File: src/rtl/mem_arbiter.sv
// mem_arbiter: shares one single-port byte memory between a CPU port (m0)
// and a DMA/loader port (m1). A port keeps the bus for at most MAX_BURST
// acked transfers while the other port waits. Handover between owners
// takes no idle cycle. Ties out of IDLE go to the port that did not own
// the bus most recently.
//
//   state | meaning
//   ------+-------------------------------------------------------------
//   IDLE  | nobody owns the bus; memory strobes, acks and rdata all 0
//   OWN0  | port 0 drives the memory; m0_ack follows m0_req
//   OWN1  | port 1 drives the memory; m1_ack follows m1_req
module mem_arbiter #(
    parameter int MAX_BURST = 4
) (
    input  logic        clock,
    input  logic        reset,

    input  logic        m0_req,
    input  logic        m0_we,
    input  logic [15:0] m0_addr,
    input  logic [7:0]  m0_wdata,
    output logic [7:0]  m0_rdata,
    output logic        m0_ack,

    input  logic        m1_req,
    input  logic        m1_we,
    input  logic [15:0] m1_addr,
    input  logic [7:0]  m1_wdata,
    output logic [7:0]  m1_rdata,
    output logic        m1_ack,

    output logic [15:0] mem_address,
    output logic        mem_write_en,
    output logic [7:0]  mem_data_out,
    input  logic [7:0]  mem_data_in,

    output logic [1:0]  owner
);

    typedef enum logic [1:0] {
        IDLE = 2'b00,
        OWN0 = 2'b01,
        OWN1 = 2'b10
    } state_t;

    // Count value seen during the last ack a port may take while contended.
    localparam logic [3:0] BURST_LAST = 4'(MAX_BURST - 1);

    state_t     state;
    state_t     state_next;
    logic [3:0] burst_cnt;
    logic [3:0] burst_cnt_next;
    logic       last_owner;       // 0 = port 0 owned last, 1 = port 1
    logic       last_owner_next;
    logic       ack_any;

    assign owner   = state;
    assign ack_any = m0_ack | m1_ack;

    // Next-state arbitration: tie-break on last owner, burst limit, release.
    always_comb begin
        state_next = state;
        case (state)
            IDLE: begin
                if (m0_req && m1_req) begin
                    state_next = last_owner ? OWN0 : OWN1;
                end else if (m0_req) begin
                    state_next = OWN0;
                end else if (m1_req) begin
                    state_next = OWN1;
                end
            end
            OWN0: begin
                // The count can run past the limit while port 1 was silent;
                // once port 1 asks, the current ack is then the last one.
                if (!m0_req) begin
                    state_next = m1_req ? OWN1 : IDLE;
                end else if (m1_req && (burst_cnt >= BURST_LAST)) begin
                    state_next = OWN1;
                end
            end
            OWN1: begin
                if (!m1_req) begin
                    state_next = m0_req ? OWN0 : IDLE;
                end else if (m0_req && (burst_cnt >= BURST_LAST)) begin
                    state_next = OWN0;
                end
            end
            default: begin
                state_next = IDLE;
            end
        endcase
    end

    // Burst counter and last-owner bookkeeping for the coming edge.
    always_comb begin
        burst_cnt_next  = burst_cnt;
        last_owner_next = last_owner;
        if (state_next != state) begin
            burst_cnt_next = 4'd0;
        end else if (ack_any && (burst_cnt != 4'hF)) begin
            burst_cnt_next = burst_cnt + 4'd1;
        end
        if (state_next == OWN0) begin
            last_owner_next = 1'b0;
        end else if (state_next == OWN1) begin
            last_owner_next = 1'b1;
        end
    end

    // State registers; reset forces IDLE at once so strobes and acks drop
    // without waiting for a clock edge.
    always_ff @(posedge clock or posedge reset) begin
        if (reset) begin
            state      <= IDLE;
            burst_cnt  <= 4'd0;
            last_owner <= 1'b1;
        end else begin
            state      <= state_next;
            burst_cnt  <= burst_cnt_next;
            last_owner <= last_owner_next;
        end
    end

    // Memory and port outputs: only the owner's signals reach the memory.
    always_comb begin
        mem_address  = 16'h0000;
        mem_data_out = 8'h00;
        mem_write_en = 1'b0;
        m0_ack       = 1'b0;
        m1_ack       = 1'b0;
        m0_rdata     = 8'h00;
        m1_rdata     = 8'h00;
        case (state)
            OWN0: begin
                mem_address  = m0_addr;
                mem_data_out = m0_wdata;
                mem_write_en = m0_we & m0_req;
                m0_ack       = m0_req;
                if (m0_req && !m0_we) begin
                    m0_rdata = mem_data_in;
                end
            end
            OWN1: begin
                mem_address  = m1_addr;
                mem_data_out = m1_wdata;
                mem_write_en = m1_we & m1_req;
                m1_ack       = m1_req;
                if (m1_req && !m1_we) begin
                    m1_rdata = mem_data_in;
                end
            end
            default: begin
            end
        endcase
    end

endmodule

File: config.mk
export PLATFORM = sky130hd
export DESIGN_NAME = mem_arbiter
export DESIGN_NICKNAME = d
export VERILOG_FILES = /design/src/rtl/mem_arbiter.sv
export SDC_FILE = /design/constraint.sdc
export NUM_CORES = 1
export LEC_CHECK = 0
export ABC_AREA = 1
export CORE_MARGIN = 4
export CORE_UTILIZATION = 29
export DETAILED_ROUTE_END_ITERATION = 8
export PLACE_DENSITY = 0.8
export SLEW_MARGIN = 20
export SYNTH_ARGS = -nofsm -noshare
export SYNTH_HDL_FRONTEND = slang
export SYNTH_SLANG_ARGS = --single-unit
File: constraint.sdc
create_clock -name clock -period 2.4 [get_ports clock]
set_input_delay 0.48 -clock clock [delete_from_list [all_inputs] [get_ports clock]]
set_output_delay 0.48 -clock clock [all_outputs]
set_load 0.05 [all_outputs]
==> flow_summary.json <==
{
  "insertedDiodeCount": 0,
  "cts_num_sinks": 7,
  "dp_cells": 349,
  "clkTransAtPathRegs_ns": 0.06,
  "relSlewSlack": 0.669,
  "yosys.area.top_type_share": 0.256,
  "cp-start-kind": "register",
  "postRouteAntennaNets": 0,
  "fin_crit_ns": 2.26,
  "synthesis.area_sq_um": 1060,
  "whs_ns": 0.456,
  "clockRootBuffer": "clkbuf_4",
  "end_kind": "output port",
  "areaGrowthSynthToFinish_pct": 146,
  "final.setup_skew_ns": 0.00711,
  "post_synth_inst_count": 198,
  "h-tree-depth": 1,
  "grt_use_total": 0.182,
  "ys_seq_area_frac": 0.167,
  "crit_fanout": 16,
  "chipHeight_um": 68.4,
  "grt_pass1_vias": 1572,
  "syn_nets": 266,
  "drive_gt1_frac": 0.375,
  "clock_latency_ns": 0.25,
  "grt_pass1_wl_um": 6600,
  "maxSlewViolCount": 0,
  "first_pass_iters": 4,
  "final-hold-violation-count": 0,
  "fp.dieW_um": 68.4,
  "wl_um": 4530,
  "synth_area_leaders": "nand2_1 26%, dfrtp_1 14%, a21oi_1 12%",
  "crit_path_top_delay_cell": "dfrtp_2",
  "fmax_mhz": 442,
  "cts_tree": "yes",
  "dieArea_sq_um": 4680,
  "nets": 376,
  "antenna_found_initial": 0,
  "path_buf_inv": 5,
  "power_density_nw_per_um2": 978,
  "min_period_over_period": 0.944,
  "hold_buffers": 0,
  "cap_violations": 0,
  "grt_max_degree": 26,
  "dp_hpwl_um": 3890,
  "hold_path_class": "input pin to asynchronous set/reset pin",
  "drc": 0,
  "grt_overflow_total": 0,
  "io-pin-count": 107,
  "ir_drop_v": 0.000952,
  "synth_cell_types": 20,
  "avgViaCountPerCell": 4.65,
  "path_cells": "inv_1 -> buf_4 -> ha_1 -> inv_1 -> buf_6 -> a21oi_2 -> buf_4",
  "io_buffers": 106,
  "gp_congestion": 0.802,
  "ys_warn_count": 0,
  "initial_core_util": 0.310,
  "synth_top_cell_by_area": "nand2_1",
  "rows": 21,
  "core-area_sq_um": 3420,
  "slowest_delay_ns": 0.43,
  "synth_area_per_cell_sq_um": 5.34,
  "first_iter_violations": 44,
  "cts_buffers": 3,
  "p_leak_nw": 1.12,
  "rsz0062_at_grt": "false",
  "final_cells": 353,
  "postCtsSetupRepairBufs": 0,
  "cts_buffer_depth": 2,
  "outcome": "finished, final reports clean",
  "wl_per_cell_um": 12.8,
  "worst_slew_pin_slew_ns": 0.495,
  "crit_required_ns": 1.92,
  "crit_family": "buffers and inverters",
  "ys_seq_elements": 7,
  "setup_viol": 0,
  "crit_arrival_ns": 1.78,
  "path_class": "register to output port",
  "vias": 1640
}
placed cells by master, fill, tap and decap left out, drive strengths merged:
cell | netlist | routed
buf | 5 | 52
nand2 | 81 | 81
clkdlybuf4s50 | 0 | 63
o21ai | 2 | 2
or2 | 2 | 2
clkbuf | 5 | 3
clkinv | 0 | 1
nand3 | 8 | 8
dfstp | 1 | 1
a21oi | 26 | 26
nor2 | 28 | 28
xor2 | 2 | 2
dfrtp | 6 | 6
ha | 6 | 6
inv | 25 | 25
nand4 | 1 | 1
per-layer routing:
metal / share of wire / track usage / vias up / wire, um
met5: 0 / 0 / - / 0
met3: 0.070 / 0.0181 / 4 / 319
met1: 0.36 / 0.183 / 748 / 1610
met2: 0.57 / 0.389 / 70 / 2580
li1: - / - / 818 / -
met4: 0.0046 / 0.0298 / 0 / 21
layout make-up:
class | instances | area (sq um)
clock buffer | 3 | 22.5
clock inverter | 1 | 5.00
fill | 261 | 818
inverter | 25 | 93.8
multi-input combinational | 156 | 936
sequential | 7 | 179
tap | 46 | 57.6
timing repair buffer | 115 | 1300
sequential cells by signal, indices dropped and copies added, names as in the netlist:
name        count
burst_cnt       4
last_owner      1
owner           2
what timing repair did:
item	4_1_cts	5_1_grt
gates resized for setup	0	5
setup endpoints to repair	0	29
endpoints found under the hold margin	0	0
cell families (layout without fill, tap and decap cells):
family	count (synthesis)	count (layout)	synth area share
AND/OR/NAND/NOR	120	120	0.478
adder cells (fa/ha/maj)	6	6	0.0710
buffers and inverters	35	144	0.135
XOR/XNOR	2	2	0.0166
flip-flops	7	7	0.167
AO/OA/AOI/OAI	28	28	0.133
synth_stat cells:
master / count
nand2_1: 72
a21oi_1: 26
nor2_1: 26
inv_1: 23
nand2_2: 9
dfrtp_1: 6
ha_1: 6
nand3_1: 6
clkbuf_1: 5
buf_2: 3
inv_2: 2
nand3_2: 2
nor2_2: 2
o21ai_0: 2
or2_2: 2
xor2_1: 2
buf_1: 1
buf_6: 1
dfstp_2: 1
nand4_1: 1
through the flow:
stage | utilization | area, sq um | TNS (ns) | worst slack [ns] | power [mW]
detailed placement | 0.749 | 2560 | 0 | 0.0931 | 2.42
finish | 0.760 | 2600 | 0 | 0.136 | 2.54
global placement | 0.749 | 2560 | 0 | 0.122 | 2.38
global route | 0.760 | 2600 | 0 | 0.00904 | 2.70
floorplan | - | 1250 | -0.00638 | -0.00638 | 1.68
CTS | 0.757 | 2580 | 0 | 0.0535 | 2.53
power by group:
group	internal [mW]	switching [mW]	leakage [nW]	total, mW
clock	0.0608	0.0437	0.0177	0.105
sequential	0.164	0.0533	0.0889	0.217
combinational	0.773	1.44	1.01	2.22
worst reg2reg max path, cell delays in order (launching register included):
cell,delay (ns)
dfrtp_2,0.46
inv_1,0.09
ha_1,0.19
buf_4,0.28
inv_1,0.07
nor2_1,0.11
nand2_1,0.07
nand2_2,0.08
nand2_1,0.07
inv_1,0.08
ha_1,0.24
o21ai_0,0.18
path summary, 6_finish.rpt:
kind	startpoint	to	slack, ns	cells after the start
max	owner[0]$_DFF_PP0_	mem_address[8]	0.14	7
min	reset	burst_cnt[1]$_DFFE_PP0P_	0.46	2
max reg2reg	owner[0]$_DFF_PP0_	last_owner$_DFFE_PP1P_	0.39	11
min reg2reg	last_owner$_DFFE_PP1P_	last_owner$_DFFE_PP1P_	0.52	2
max in group asynchronous	reset	last_owner$_DFFE_PP1P_	1.67	2
min in group clock	last_owner$_DFFE_PP1P_	last_owner$_DFFE_PP1P_	0.52	2
Power figures use the tool's default switching activity.
==> RTL edit, RTL diff (same flow settings) <==
Reset style: synchronous (`reset`), changed in one clocked block.
--- a/src/rtl/mem_arbiter.sv
+++ b/src/rtl/mem_arbiter.sv
@@ -112,3 +112,3 @@
     // without waiting for a clock edge.
-    always_ff @(posedge clock or posedge reset) begin
+    always_ff @(posedge clock) begin
         if (reset) begin
Check against the original RTL: differs if reset is asserted again (counterexample within 4 cycles, from zero or initial values and one cycle with reset high); with reset held inactive, the same outputs for 10 cycles.
==> RTL edit against the original RTL <==
First-iteration DRC count up 48%; wire length shrank 8.6%; count of clock-buffer cells in the layout rose by 1; setup slack got worse by 0.061 ns; non-clock buffer count decreased by 1; sequential cell count is the same; register-to-register slack better by 0.06 ns; design area shrank 2.5%; sequential share of layout area shrank 1.3 points; synthesized area increased by 0.59%.
Power is not compared: it rests on default switching activity, and its combinational part moved more than twofold at a synthesized area within 25%.
==> RTL edit: results (changes against the original RTL) <==
status complete, no violations; largest net degree at the start of global routing 25 (-3.8%); gp weighted congestion 0.855 (+6.6%); Reg clk slew, reported paths 0.04 ns (-0.02 ns); drt total wl 4.14 mm (-8.6%); crit path max fanout 8 (-8); Place WS 0.0678 ns (-0.0252 ns); first-pass GRT wire length 6.25 mm (-5.2%); crit path DAT 1.85 ns (+0.07 ns); type of the worst min-delay path register to register; Slew HR 67.1% (+0.21 points); CP delay by family, top simple AND/OR/NAND/NOR gates; grt met3 use 6.48% (+4.7 points); Yosys cell types 25 (+25%); dpl cells 346 (-0.86%); largest cells by area after synthesis nand2_1, dfxtp_1, a21oi_1; placed cell areas 2490 sq um (-2.7%); hold slack 0.487 ns (+0.0303 ns); commonest cells in the netlist nand2_1, a21oi_1, inv_1, nor2_1; Skew-Pair Late Insertion Delay 0.22 ns (-0.03 ns); FFs w/ async S/R, synth 0% (-100 points); HPWL Detailed 3.64 mm (-6.2%); vias in the first global route 1,474 (-6.2%); cells after synthesis 196 (-1.0%); Storage cell area 143 sq um (-20%); met3 wire length 417 um (+31%); Total GRT Usage 17.1% (-1.1 points); Total Nets Final 373 (-0.80%); Max Fclk 430 MHz (-2.6%); Via Count 1,570 (-4.3%); Starting DRT DRC Count 65 (+48%); layout cell share with drive strength beyond 1 38.2% (+0.70 points); WL met2 2.19 mm (-15%); Seq/Total Area, Yosys 13.2% (-3.5 points); M1 WL 1.48 mm (-8.4%); Slowest-stage cell, CP clkdlybuf4s50_1; Vias per Instance 4.49 (-3.4%); met1 usage in global routing 18.2% (-0.13 points); Clock Skew 0.00247 ns (-0.00463 ns); fillcell total 276 (+5.7%); GR Layer Usage met2 31.0% (-7.9 points); max incr delay on CP 0.50 ns (+0.07 ns); FF-to-FF setup slack 0.45 ns (+0.06 ns); syn_nets 264 (-0.75%)
## RTL edit: cell types whose count changed in the layout (fill, tap and decap cells not counted), sizes merged, moves of 2 or more
cell	before	now
nor3	0	4
nand2	81	76
nor2	28	26
dfxtp	0	7
dfrtp	6	0
## RTL edit: cells by family after synthesis
family	after synthesis	share of synthesized area, %
compound gates	29	13.9
xor+xnor	2	1.65
fa+ha+maj	6	7.06
buf+inv	36	13.8
flops	7	13.2
mux	1	1.06
simple gates	115	49.4
## RTL edit: cell type report
| cell class | count | area share, % |
|---|---|---|
| clock buffer | 4 | 1.78 |
| inverter | 26 | 3.85 |
| multi-input combinational | 153 | 37.1 |
| sequential | 7 | 5.63 |
| tap | 46 | 2.27 |
| timing repair buffer | 114 | 49.4 |
## RTL edit: worst paths after layout
check | start | endpoint | cells after the start
hold / removal | last_owner | last_owner | 2
setup reg to reg | owner[1] | last_owner | 14
hold reg to reg | last_owner | last_owner | 2
setup / recovery | m1_req | m1_rdata[5] | 5
